## src/rtl/dp_pkg.sv

```systemverilog
// Shared encodings for the data-processing instruction sequencer: shift types,
// ALU opcodes, condition codes, FSM states and the instruction field layout.
package dp_pkg;

  localparam int unsigned INSTR_W = 32;
  localparam int unsigned NZCV_W  = 4;
  localparam int unsigned SHNUM_W = 8;
  localparam int unsigned SHOP_W  = 3;
  localparam int unsigned ALUOP_W = 4;

  typedef enum logic [SHOP_W-1:0] {
    LSL_IMM = 3'b000,
    LSL_REG = 3'b001,
    LSR_IMM = 3'b010,
    LSR_REG = 3'b011,
    ASR_IMM = 3'b100,
    ASR_REG = 3'b101,
    ROR_IMM = 3'b110,
    ROR_REG = 3'b111
  } shift_op_e;

  typedef enum logic [ALUOP_W-1:0] {
    OP_AND = 4'b0000,
    OP_EOR = 4'b0001,
    OP_SUB = 4'b0010,
    OP_RSB = 4'b0011,
    OP_ADD = 4'b0100,
    OP_ADC = 4'b0101,
    OP_SBC = 4'b0110,
    OP_RSC = 4'b0111,
    OP_TST = 4'b1000,
    OP_TEQ = 4'b1001,
    OP_CMP = 4'b1010,
    OP_CMN = 4'b1011,
    OP_ORR = 4'b1100,
    OP_MOV = 4'b1101,
    OP_BIC = 4'b1110,
    OP_MVN = 4'b1111
  } alu_op_e;

  typedef enum logic [3:0] {
    COND_EQ = 4'b0000,
    COND_NE = 4'b0001,
    COND_CS = 4'b0010,
    COND_CC = 4'b0011,
    COND_MI = 4'b0100,
    COND_PL = 4'b0101,
    COND_VS = 4'b0110,
    COND_VC = 4'b0111,
    COND_HI = 4'b1000,
    COND_LS = 4'b1001,
    COND_GE = 4'b1010,
    COND_LT = 4'b1011,
    COND_GT = 4'b1100,
    COND_LE = 4'b1101,
    COND_AL = 4'b1110,
    COND_NV = 4'b1111
  } cond_e;

  typedef enum logic [2:0] {
    S_IDLE   = 3'd0,
    S_DECODE = 3'd1,
    S_READ1  = 3'd2,
    S_READ2  = 3'd3,
    S_EXEC   = 3'd4,
    S_WB     = 3'd5
  } state_e;

  // Data-processing instruction word, MSB first.
  typedef struct packed {
    logic [3:0]  cond;
    logic [1:0]  cls;
    logic        imm;
    logic [3:0]  opcode;
    logic        s;
    logic [3:0]  rn;
    logic [3:0]  rd;
    logic [11:0] op2;
  } dp_instr_t;

  // TST/TEQ/CMP/CMN only update flags; they never write a register.
  function automatic logic is_test_op(input logic [ALUOP_W-1:0] op);
    return op[3:2] == 2'b10;
  endfunction

endpackage

```

## src/rtl/dp_cond_check.sv

```systemverilog
// Combinational ARM condition-code evaluator against the current {N,Z,C,V}.
module dp_cond_check
  import dp_pkg::*;
(
  input  logic [3:0]        cond,
  input  logic [NZCV_W-1:0] nzcv,
  output logic              pass_c
);

  logic n, z, c, v;

  assign {n, z, c, v} = nzcv;

  always_comb begin
    pass_c = 1'b0;
    case (cond)
      COND_EQ: pass_c = z;
      COND_NE: pass_c = !z;
      COND_CS: pass_c = c;
      COND_CC: pass_c = !c;
      COND_MI: pass_c = n;
      COND_PL: pass_c = !n;
      COND_VS: pass_c = v;
      COND_VC: pass_c = !v;
      COND_HI: pass_c = c && !z;
      COND_LS: pass_c = !c || z;
      COND_GE: pass_c = (n == v);
      COND_LT: pass_c = (n != v);
      COND_GT: pass_c = !z && (n == v);
      COND_LE: pass_c = z || (n != v);
      COND_AL: pass_c = 1'b1;
      default: pass_c = 1'b0;
    endcase
  end

endmodule

```

## src/rtl/dp_instr_sequencer.sv

```systemverilog
// Multi-cycle controller that steps one data-processing instruction through
// decode, register read, a single execute cycle and register write-back.
module dp_instr_sequencer
  import dp_pkg::*;
#(
  parameter int unsigned REG_AW = 4,
  parameter int unsigned DW     = 32
) (
  input  logic               clk,
  input  logic               rst_n,
  input  logic               start,
  input  logic [INSTR_W-1:0] instr,
  input  logic [NZCV_W-1:0]  nzcv_in,
  output logic               busy,
  output logic               done,
  output logic               err,
  output logic [REG_AW-1:0]  rf_ra0,
  output logic [REG_AW-1:0]  rf_ra1,
  input  logic [DW-1:0]      rf_rd0,
  input  logic [DW-1:0]      rf_rd1,
  output logic               alu_s,
  output logic [DW-1:0]      alu_a,
  output logic [DW-1:0]      shift_data,
  output logic [SHNUM_W-1:0] shift_num,
  output logic [SHOP_W-1:0]  shift_op,
  output logic [ALUOP_W-1:0] alu_op,
  input  logic [DW-1:0]      alu_f,
  output logic               wr_en,
  output logic [REG_AW-1:0]  wr_addr,
  output logic [DW-1:0]      wr_data
);

  state_e    state_q, state_d;
  dp_instr_t instr_q;
  logic [DW-1:0] rn_q, rm_q;
  logic [DW-1:0] rn_c, rm_c;
  logic cond_pass;
  logic is_dp;
  logic reg_shift;
  logic test_op;

  assign is_dp     = (instr_q.cls == 2'b00);
  assign reg_shift = !instr_q.imm && instr_q.op2[4];
  assign test_op   = is_test_op(instr_q.opcode);

  // Operands straight from the register file when leaving READ1, else the latched copy.
  assign rn_c = (state_q == S_READ1) ? rf_rd0 : rn_q;
  assign rm_c = (state_q == S_READ1) ? rf_rd1 : rm_q;

  dp_cond_check u_cond (
    .cond   (instr_q.cond),
    .nzcv   (nzcv_in),
    .pass_c (cond_pass)
  );

  always_ff @(posedge clk or negedge rst_n) begin
    if (!rst_n) state_q <= S_IDLE;
    else        state_q <= state_d;
  end

  always_comb begin
    state_d = state_q;
    case (state_q)
      S_IDLE:   if (start) state_d = S_DECODE;
      S_DECODE: state_d = (!is_dp || !cond_pass) ? S_WB : S_READ1;
      S_READ1:  state_d = reg_shift ? S_READ2 : S_EXEC;
      S_READ2:  state_d = S_EXEC;
      S_EXEC:   state_d = S_WB;
      S_WB:     state_d = S_IDLE;
      default:  state_d = S_IDLE;
    endcase
  end

  // Instruction and read-operand capture.
  always_ff @(posedge clk or negedge rst_n) begin
    if (!rst_n) begin
      instr_q <= '0;
      rn_q    <= '0;
      rm_q    <= '0;
    end else begin
      if (state_q == S_IDLE && start) instr_q <= dp_instr_t'(instr);
      if (state_q == S_READ1) begin
        rn_q <= rf_rd0;
        rm_q <= rf_rd1;
      end
    end
  end

  // Handshake, strobes and register-file read addresses.
  always_ff @(posedge clk or negedge rst_n) begin
    if (!rst_n) begin
      busy   <= 1'b0;
      done   <= 1'b0;
      err    <= 1'b0;
      alu_s  <= 1'b0;
      wr_en  <= 1'b0;
      rf_ra0 <= '0;
      rf_ra1 <= '0;
    end else begin
      busy  <= (state_d != S_IDLE);
      done  <= (state_d == S_WB);
      err   <= (state_q == S_DECODE) && !is_dp;
      alu_s <= (state_d == S_EXEC) && (instr_q.s || test_op);
      wr_en <= (state_q == S_EXEC) && !test_op;
      case (state_d)
        S_READ1: begin
          rf_ra0 <= REG_AW'(instr_q.rn);
          rf_ra1 <= REG_AW'(instr_q.op2[3:0]);
        end
        S_READ2: begin
          rf_ra0 <= REG_AW'(instr_q.op2[11:8]);
          rf_ra1 <= '0;
        end
        default: begin
          rf_ra0 <= '0;
          rf_ra1 <= '0;
        end
      endcase
    end
  end

  // Datapath controls load on entry to EXEC and hold through WB.
  always_ff @(posedge clk or negedge rst_n) begin
    if (!rst_n) begin
      alu_op     <= '0;
      alu_a      <= '0;
      shift_data <= '0;
      shift_num  <= '0;
      shift_op   <= '0;
    end else if (state_d == S_EXEC) begin
      alu_op <= instr_q.opcode;
      alu_a  <= rn_c;
      if (instr_q.imm) begin
        shift_data <= DW'(instr_q.op2[7:0]);
        shift_num  <= {3'b000, instr_q.op2[11:8], 1'b0};
        shift_op   <= ROR_IMM;
      end else begin
        shift_data <= rm_c;
        shift_op   <= {instr_q.op2[6:5], instr_q.op2[4]};
        shift_num  <= instr_q.op2[4] ? SHNUM_W'(rf_rd0) : {3'b000, instr_q.op2[11:7]};
      end
    end else if (state_d == S_IDLE) begin
      alu_op     <= '0;
      alu_a      <= '0;
      shift_data <= '0;
      shift_num  <= '0;
      shift_op   <= '0;
    end
  end

  // Result capture at the end of EXEC doubles as the write-back payload.
  always_ff @(posedge clk or negedge rst_n) begin
    if (!rst_n) begin
      wr_addr <= '0;
      wr_data <= '0;
    end else if (state_q == S_EXEC) begin
      wr_addr <= REG_AW'(instr_q.rd);
      wr_data <= alu_f;
    end else if (state_d == S_IDLE) begin
      wr_addr <= '0;
      wr_data <= '0;
    end
  end

endmodule

```

## config.mk

```make
export PLATFORM = sky130hd
export DESIGN_NAME = dp_instr_sequencer
export DESIGN_NICKNAME = d
export VERILOG_FILES = /design/src/rtl/dp_pkg.sv /design/src/rtl/dp_cond_check.sv /design/src/rtl/dp_instr_sequencer.sv
export SDC_FILE = /design/constraint.sdc
export NUM_CORES = 1
export LEC_CHECK = 0
export ABC_AREA = 1
export CORE_AREA = 5 5 159 161
export DETAILED_ROUTE_END_ITERATION = 10
export DIE_AREA = 0 0 164 166
export HOLD_SLACK_MARGIN = 0.05
export MAX_ROUTING_LAYER = met4
export PLACE_DENSITY = 0.68
export SLEW_MARGIN = 20
export SYNTH_ARGS = -nofsm -noshare
export SYNTH_HDL_FRONTEND = slang
export SYNTH_SLANG_ARGS = --single-unit
```

## constraint.sdc

```tcl
create_clock -name clk -period 1.9 [get_ports clk]
set_input_delay 0.38 -clock clk [delete_from_list [all_inputs] [get_ports clk]]
set_output_delay 0.38 -clock clk [all_outputs]
set_load 0.05 [all_outputs]
```

* Word level (Yosys, flattened, before mapping) *
Index checks and enable logic that the tools add are counted.
Widths: inputs -> output; s select.

storage, ports and cells
  output and inout port bits = 128
  bits in registers = 227

cells by class
  muxes and demuxes = 24
  eq/ne operators = 25
  reductions and logical operators = 26

operator list
  operator            number
  $mux 32             7
  $mux 8              4
  $eq 4x4->1 const B  7
  $mux 3              6
  $eq 4x3->1 const B  4
  $mux 4              4
  $pmux 1 s15         1
  $pmux 3 s5          1
  $eq 3x2->1 const B  4
  $eq 3x3->1 const B  3
  $eq 4x2->1 const B  2
  $logic_not 1->1     8
  $pmux 4 s2          1
  $logic_and 1x1->1   7
  $logic_not 3->1     2
  $eq 4x1->1 const B  1
  $logic_not 4->1     1
  $logic_or 1x1->1    4
  $reduce_bool 2->1   2
  $eq 3x1->1 const B  1
  $reduce_bool 3->1   1
  $eq 2x2->1 const B  1
  $logic_not 2->1     1
  $eq 1x1->1          1
  $ne 1x1->1          1

* Logic depth before layout (Yosys ltp) *
Gate-level depths: netlist of the first run.

  depth after elaboration = 10
  depth in mapped cells = 19
  mapped depth without buffers = 17

* Cells and area by module *
From an unflattened synthesis of the first run, not the netlist that was laid out.

unflattened totals
  cell total of the unflattened synthesis = 986
  area, all modules = 9212.6 um2

by module, submodules not included
  module              area an instance (um2)  instances  cells an instance
  dp_instr_sequencer  8983.6                  1          931
  dp_cond_check       229.0                   1          55

* Worst setup path before layout of the first run *
OpenSTA, ideal clock, no wires.

  kind = reg-to-reg
  from = register instr_q[31] (netlist bit)
  to = register alu_a[22]
  library setup time = 0.118 ns
  stages on the path, launching flop included = 19
  arrival = 1.669 ns
  clock period less this slack = 1.786 ns
  path slack = 0.114 ns
  buffers on the path = 2
  cells stage by stage = dfrtp_1 inv_1 nor2_1 nand3_1 nand2_1 nand2_1 nand2_1 nor2_1 nand2_2 nand2_1 nand2_1 nand2_1 nand2_2 nand2_4 inv_4 buf_6 buf_8 nand3_2 nand2_1

between the ends
  word-level cells in the longest chain between the ends = 8

RTL lines
  item                                                  line                                                  source
  start, declared                                       dp_instr_sequencer.sv:34                              dp_instr_t instr_q;
  start signal, assigned                                dp_instr_sequencer.sv:81                              if (state_q == S_IDLE && start) instr_q <= dp_instr_t'(instr);
  $eq 4x4->1, or another cell as far along              dp_cond_check.sv:16                                   case (cond)
  $pmux 1 s15 *                                         dp_cond_check.sv:16
  $logic_not 1->1 *                                     dp_instr_sequencer.sv:65                              S_DECODE: state_d = (!is_dp || !cond_pass) ? S_WB : S_READ1;
  $logic_or 1x1->1 *                                    dp_instr_sequencer.sv:65
  $mux 3 *                                              dp_instr_sequencer.sv:65
  $pmux 3 s5 *                                          dp_instr_sequencer.sv:63                              case (state_q)
  $eq 3x3->1 / $logic_not 3->1 (equally long branches)  dp_instr_sequencer.sv:130, dp_instr_sequencer.sv:142
  $mux 32 / $reduce_bool 2->1 (equally long branches)   -
  end signal, assigned                                  dp_instr_sequencer.sv:132                             alu_a <= rn_c;
  end, declared                                         dp_instr_sequencer.sv:22                              output logic [DW-1:0] alu_a,

Every way passes the cells marked *; elsewhere a longest branch is shown, timed or not.
A chain may end at the register's enable or synchronous reset.

* Final worst setup path of the first run *
  from = register instr_q[31] (netlist bit)
  to = register shift_num[6]

between the ends
  word-level cells in the longest chain between the ends = 8

RTL lines
  item                                                  line                                                  source
  $eq 4x4->1, or another cell as far along              dp_cond_check.sv:16
  $pmux 1 s15 *                                         dp_cond_check.sv:16
  $logic_not 1->1 *                                     dp_instr_sequencer.sv:65
  $logic_or 1x1->1 *                                    dp_instr_sequencer.sv:65
  $mux 3 *                                              dp_instr_sequencer.sv:65
  $pmux 3 s5 *                                          dp_instr_sequencer.sv:63
  $eq 3x3->1 / $logic_not 3->1 (equally long branches)  dp_instr_sequencer.sv:130, dp_instr_sequencer.sv:142
  $mux 8 / $reduce_bool 2->1 (equally long branches)    -
  end signal, assigned                                  dp_instr_sequencer.sv:135                             shift_num <= {3'b000, instr_q.op2[11:8], 1'b0};
  end signal, assigned                                  dp_instr_sequencer.sv:140                             shift_num <= instr_q.op2[4] ? SHNUM_W'(rf_rd0) : {3'b000, instr_q.op2[11:7]};
  end, declared                                         dp_instr_sequencer.sv:24                              output logic [SHNUM_W-1:0] shift_num,

Marks and branches as above.

==> results of run 1 <==
-- worst register-to-register path, cell delays in order (launching register included) --
cell and delay [ns]:
dfrtp_2 0.41, inv_2 0.06, buf_4 0.14, nor3_1 0.15, nand2_1 0.08, nand2_1 0.06
nor2_1 0.05, nand2_2 0.07, nand2_2 0.07, nand2_4 0.10, nand2_4 0.05, nand2_4 0.10
nand2_8 0.10, buf_4 0.18, clkbuf_16 0.18, nand2_1 0.06, nand2_1 0.05
-- state kept, by name, indices dropped and copies added, names as in the netlist, 8 cells and up --
| name | cells |
|---|---|
| alu_a | 32 |
| instr_q | 32 |
| rm_q | 32 |
| rn_q | 32 |
| shift_data | 32 |
| wr_data | 32 |
| shift_num | 8 |
-- final cells by class --
type | instances | share of cell area (%)
clock buffer | 34 | 5.19
timing repair inverter | 1 | 0.0791
timing repair buffer | 338 | 24.5
multi-input combinational | 626 | 23.8
clock inverter | 8 | 1.18
inverter | 89 | 2.52
sequential | 227 | 39.9
tap | 324 | 2.85
antenna | 2 | 0.0351
-- worst paths after layout --
check,from,endpoint,slack [ns],cells after the start
worst max-delay path,instr_q[31]$_DFFE_PN0P_,shift_num[6]$_DFFE_PN0P_,-0.10,16
worst min-delay path,rst_n,alu_a[15]$_DFFE_PN0P_,0.38,2
worst max register to register,instr_q[31]$_DFFE_PN0P_,shift_num[6]$_DFFE_PN0P_,-0.10,16
worst min register to register,shift_data[27]$_DFFE_PN0P_,shift_data[27]$_DFFE_PN0P_,0.47,2
max in group asynchronous,rst_n,shift_data[13]$_DFFE_PN0P_,0.88,3
min in group clk,alu_f[7],wr_data[7]$_DFFE_PN0P_,0.41,3
-- layer usage --
| metal | vias to the layer above | global-route usage (%) | routed length (µm) |
|---|---|---|---|
| met5 | - | - | 0 |
| met4 | 0 | 5.65 | 881 |
| met3 | 59 | 3.62 | 1870 |
| met2 | 239 | 33.5 | 14100 |
| met1 | 3789 | 25.6 | 11500 |
| li1 | 3789 | - | - |
-- cell usage in the layout, fill, tap and decap left out, types with 3 or more instances in the layout --
cell / count
a21oi_1: 21
a21oi_2: 3
buf_12: 16
buf_16: 10
buf_4: 112
bufinv_16: 5
clkbuf_16: 32
clkbuf_8: 8
clkdlybuf4s50_1: 132
dfrtp_1: 223
dfrtp_2: 4
dlygate4sd2_1: 56
inv_1: 78
inv_2: 6
mux2_2: 46
nand2_1: 271
nand2_2: 28
nand2_4: 12
nand3_1: 88
nand3_2: 37
nor2_1: 53
nor2_2: 6
nor3_1: 5
o21ai_0: 48
-- power by group through the flow --
stage          clock network (W)  logic, W  registers [W]
6_report                 0.00528    0.0172        0.00792
3_5_place_dp                   0    0.0137        0.00791
5_1_grt                  0.00559    0.0184        0.00814
2_1_floorplan                  0   0.00570         0.0110
4_1_cts                  0.00539    0.0157        0.00785
3_3_place_gp                   0    0.0135        0.00785
-- timing repair --
item,CTS,global route
gates cloned,8,7
resized for setup,101,74
buffers inserted,8,2
endpoints found under the setup margin,173,120
hold endpoints to repair,45,0
pin swaps,12,26
hold buffers,1,0
-- through the flow --
stage                     total power [W]  util, %  setup TNS (ns)  hold slack (ns)  cells
after global placement             0.0213     52.5          -62.00            0.330   1579
after CTS                          0.0290     58.0           -8.09            0.384   1638
final                              0.0304     59.8           -7.68            0.385   1649
after detailed placement           0.0216     52.5          -67.77            0.336   1579
after floorplan                    0.0167        -               0           0.0844    994
after global routing               0.0322     59.8          -25.17            0.409   1649
-- cells by family after synthesis --
group	share of synthesized area, %
AO/OA/AOI/OAI	4.07
multiplexers	5.56
buffers and inverters	6.29
AND/OR/NAND/NOR	23.1
flip-flops	61.0
==> results.yml, run 1 <==
layout:
  fin_nets: 1443
  area.growth.synth_to_final_pct: 52.9
  finalInstanceArea_mm2: 0.0142
  drive_above_1_share_pct: 25.7
  fillers: 2068
  multiInputGateArea_mm2: 0.00338
  seqCellArea_mm2: 0.00569
placed_design:
  globalplace.congestion: 0.879
  dp_slack_ns: -0.627
  dp_hpwl_um: 18000
  portBuffers: 262
  placedInstanceArea_mm2: 0.0125
clocking:
  clk_latency_ns: 0.51
  clk_path_buf_depth: 3
  cts_buffers: 25
  clk_pin_slew_ns: 0.06
  ctsHtreeMaxLevel: 1
  cts-root-buf: "clkbuf_16"
  clock-sinks: 227
  cts_tree: "done"
critical_path:
  path_cells: "inv_2 > buf_4 > nor3_1 > nand2_1 > nand2_1 > nor2_1 > nand2_2 > nand2_2 > nand2_4 > nand2_4 > nand2_4 > nand2_8 > buf_4 > clkbuf_16 > nand2_1 > nand2_1"
  cp_num_buf_inv: 4
  slowest_stage: "dfrtp_2"
  criticalPathCategory: "reg -> reg"
  critical_path_required_ns: 2.30
  slowest_delay_ns: 0.41
  cp-end-kind: "flip-flop"
  cp-start-kind: "flip-flop"
  crit_family: "simple AND/OR/NAND/NOR gates"
  cp.arrival_ns: 2.40
  crit_top_cell: "nand2_1"
  cp_max_fo: 13
grt:
  grt_pass1_wl_um: 43200
  grt_pass1_vias: 8078
  gr-total-overflow: 0
  antenna_found_initial: 2
  grt_max_degree: 69
  grt_usage_pct: 20.2
synth:
  synth_cells: 994
  synth_commonest_cells: "308 x nand2_1, 227 x dfrtp_1, 115 x nand3_1, 81 x inv_1, 58 x nor2_1"
  synth_edf_count: 0
  yosysTopAreaCellShare_pct: 61.0
  synth.avg_cell_area_um2: 9.37
  synthArstFlopShare_pct: 100
  seq_area_frac_synth_pct: 61.0
  syn-num-nets: 1129
  yosysTopAreaCell: "dfrtp_1"
  synth_flop_cell: "dfrtp_1"
  syn_area_mm2: 0.00931
  synth-seq-cells: 227
  yosys_warnings: 0
  yosysMostFrequentCell: "nand2_1"
  netlist_top_cells_area: "dfrtp_1 61%, nand2_1 12%, nand3_1 6.2%, mux2_2 5.6%, inv_1 3.3%"
  ys_types: 25
detailed_routing:
  finalWirelength_um: 28400
  wl_per_cell_um: 17.2
  antenna_left: 0
  drt_iter0_markers: 488
  via_per_inst: 4.78
  firstDrtPassIters: 5
  drc: 0
  dr_total_vias: 7876
floorplanning:
  design.core.area_mm2: 0.0238
  die_area_mm2: 0.0272
  die_h_um: 166
  num_rows: 57
  die_w_um: 164
  initial_utilization_pct: 39.1
  boundaryPins: 263
sta:
  setup_viol: 116
  finalMaxSlewViolations: 0
  fmax_ghz: 0.499
  fin_skew_ns: 0.0113
  grt_setup_unrepaired: "true"
  fin_crit_sh_pct: 105
  period_needed_ns: 2.00
  hold_viol: 0
  worst_slew_pin_slew_ns: 0.656
  slew_headroom_pct: 56.2
  layout_setup_ws_ns: -0.104
power:
  clkPwrFrac_pct: 17.4
  power_switching_share_pct: 44.0
  combPwrFrac_pct: 56.6
  p_seq_share_pct: 26.0
  internal_power_w: 0.0171
  p_sw_w: 0.0134
  peakVddDrop_mv: 0.994
  power_density_mw_per_mm2: 2140
  p_leak_nw: 7.40
worst_hold_path:
  hold_class: "in -> async"
status:
  status: "finished, violations left"
  violations: "setup timing"
flow_run:
  max_cap_viol_count: 0
Power figures use the tool's default switching activity.
==> inputs of run 2 (changes only) <==
CORE_AREA = 5 5 135 189   (was 5 5 159 161)
DIE_AREA = 0 0 140 194   (was 0 0 164 166)
clock period = 2.1 ns   (was 1.9 ns; I/O delays follow)
==> run 2 against run 1 <==
  * The flow now finishes without violations
  * Non-clock buffer count down 36
  * Critical path type is now reg -> out
  * Hold slack better by 0.052 ns
  * Largest cell class unchanged
  * Utilization down 3.1 points
  * Largest power group unchanged
  * Die area down 0.24%
  * Sequential share of layout area up 2.5 points
  * Total power down 21%
==> results.yml, run 2 (synthesized netlist as in run 1, its figures left out) <==
status:
  status: "completed"
critical_path:
  r2r_slack_ns: 0.09
  cp_num_buf_inv: 1
  cp.arrival_ns: 1.64
  ff2ff_path_depth: 16
  criticalPathCategory: "reg -> out"
  slowest_delay_ns: 0.80
  crit_family: "buffers and inverters"
  path_cells: "clkdlybuf4s50_1"
  cp-end-kind: "output pin"
  slowest_stage: "clkdlybuf4s50_1"
  cp_max_fo: 1
  r2r_start: "instr_q[30]$_DFFE_PN0P_"
  r2r-end: "shift_data[22]$_DFFE_PN0P_"
  cp-start-kind: "flip-flop"
  critical_path_required_ns: 1.68
layout:
  fillers: 2135
  final_common_cell: "nand2_1"
  fin_nets: 1404
  layout_common_cells: "303 x nand2_1, 225 x dfrtp_1, 134 x clkdlybuf4s50_1, 113 x nand3_1, 103 x dlygate4sd2_1"
  drive_above_1_share_pct: 12.9
  area.growth.synth_to_final_pct: 43.8
  finish.utilization_pct: 56.7
sta:
  period_needed_ns: 2.06
  setup_viol: 0
  setup_tns_ns: 0
  grt_setup_unrepaired: "true"
  fin_crit_sh_pct: 98.0
  fmax_ghz: 0.486
  finalMaxSlewViolations: 0
  fin_skew_ns: 0.0202
  hold_viol: 0
  slew_headroom_pct: 62.6
  worst_slew_pin_slew_ns: 0.563
clocking:
  ctsHtreeMaxLevel: 1
  cts_tree: "done"
  cts_buffers: 23
  clk_pin_slew_ns: 0.06
  cts-root-buf: "clkbuf_16"
  clock-sinks: 227
  post-cts-setup-buffers: 0
  clk_path_buf_depth: 3
  clk_latency_ns: 0.51
grt:
  antenna_found_initial: 1
  grt_max_degree: 62
  grt_usage_pct: 19.1
  grtUsageMet1_pct: 23.0
  grt_busiest_layer: "met2"
  grt_pass1_vias: 7747
  globalRouteMet2Util_pct: 32.9
  grt_util_met3_pct: 4.32
  grt_pass1_wl_um: 41400
  gr-total-overflow: 0
flow_run:
  max_cap_viol_count: 0
floorplanning:
  die_w_um: 140
  die_area_mm2: 0.0272
  initial_utilization_pct: 39.4
  die_h_um: 194
  num_rows: 67
  design.core.area_mm2: 0.0236
  boundaryPins: 263
detailed_routing:
  firstDrtPassIters: 5
  antenna_left: 0
  finalWirelength_um: 27400
  drt_iter0_markers: 403
  wl_per_cell_um: 17.2
  drc: 0
  dr_total_vias: 7717
  via_per_inst: 4.84
placed_design:
  portBuffers: 262
  dp_hpwl_um: 18000
  globalplace.congestion: 0.807
power:
  p_total_w: 0.0241
  power_density_mw_per_mm2: 1800
  p_leak_nw: 7.27
  peakVddDrop_mv: 1.01
worst_hold_path:
  hold_class: "in -> async"
-- run 2: changes by cell type in the layout (fill, tap and decap cells not counted), sizes merged, moves of 2 or more --
| cell | before | now |
|---|---|---|
| buf | 141 | 39 |
| bufinv | 5 | 0 |
| dlygate4sd2 | 56 | 103 |
| dlymetal6s2s | 1 | 17 |
| clkinv | 3 | 6 |
| clkdlybuf4s50 | 132 | 134 |
-- run 2: metal layers --
layer | routed length, µm | vias up
li1 | - | 3714
met1 | 10600 | 3738
met2 | 14400 | 229
met3 | 1900 | 36
met4 | 563 | 0
met5 | 0 | -
-- run 2: how the worst max path moves through the flow --
stage               slack [ns]                          to  cells past startpoint                  start
global placement         -0.37        alu_a[9]$_DFFE_PN0P_                     18             nzcv_in[3]
CTS                     0.0003                   alu_a[23]                      1  alu_a[23]$_DFFE_PN0P_
floorplan                 0.28       alu_a[22]$_DFFE_PN0P_                     19             nzcv_in[3]
global route             -0.07  shift_data[20]$_DFFE_PN0P_                     11   state_q[2]$_DFF_PN0_
finish                    0.04                        busy                      1         busy$_DFF_PN0_
detailed placement       -0.41  shift_data[30]$_DFFE_PN0P_                     18             nzcv_in[3]
-- run 2: power breakdown --
part           leakage, nW  internal (W)  switching [W]
Sequential            2.83       0.00625       0.000860
Clock                0.345       0.00216        0.00166
Combinational         4.10       0.00458        0.00862
Total                 7.27        0.0130         0.0111
-- run 2: layout make-up --
class / instances / area (µm²) / area share, %
timing repair buffer: 302 / 3160 / 23.6
clock buffer: 34 / 657 / 4.90
tap: 310 / 388 / 2.90
clock inverter: 6 / 37.5 / 0.280
multi-input combinational: 626 / 3110 / 23.2
antenna: 1 / 2.50 / 0.0187
inverter: 89 / 358 / 2.67
sequential: 227 / 5680 / 42.4
-- run 2: per-stage QoR --
| stage | setup WS, ns | area (µm²) | std cells | hold slack (ns) |
|---|---|---|---|---|
| 2_1_floorplan | 0.277 | 9310 | 994 | 0.124 |
| 3_3_place_gp | -0.371 | 12500 | 1543 | 0.394 |
| 3_5_place_dp | -0.411 | 12500 | 1543 | 0.395 |
| 4_1_cts | 0.000268 | 13100 | 1584 | 0.425 |
| 5_1_grt | -0.0699 | 13400 | 1595 | 0.441 |
| 6_report | 0.0414 | 13400 | 1595 | 0.437 |
-- run 2: what timing repair did --
item	4_1_cts	5_1_grt
hold endpoints to repair	55	0
setup endpoints to repair	103	130
pin swaps	0	5
resized for setup	103	42
hold buffers	1	0
gates cloned	0	10
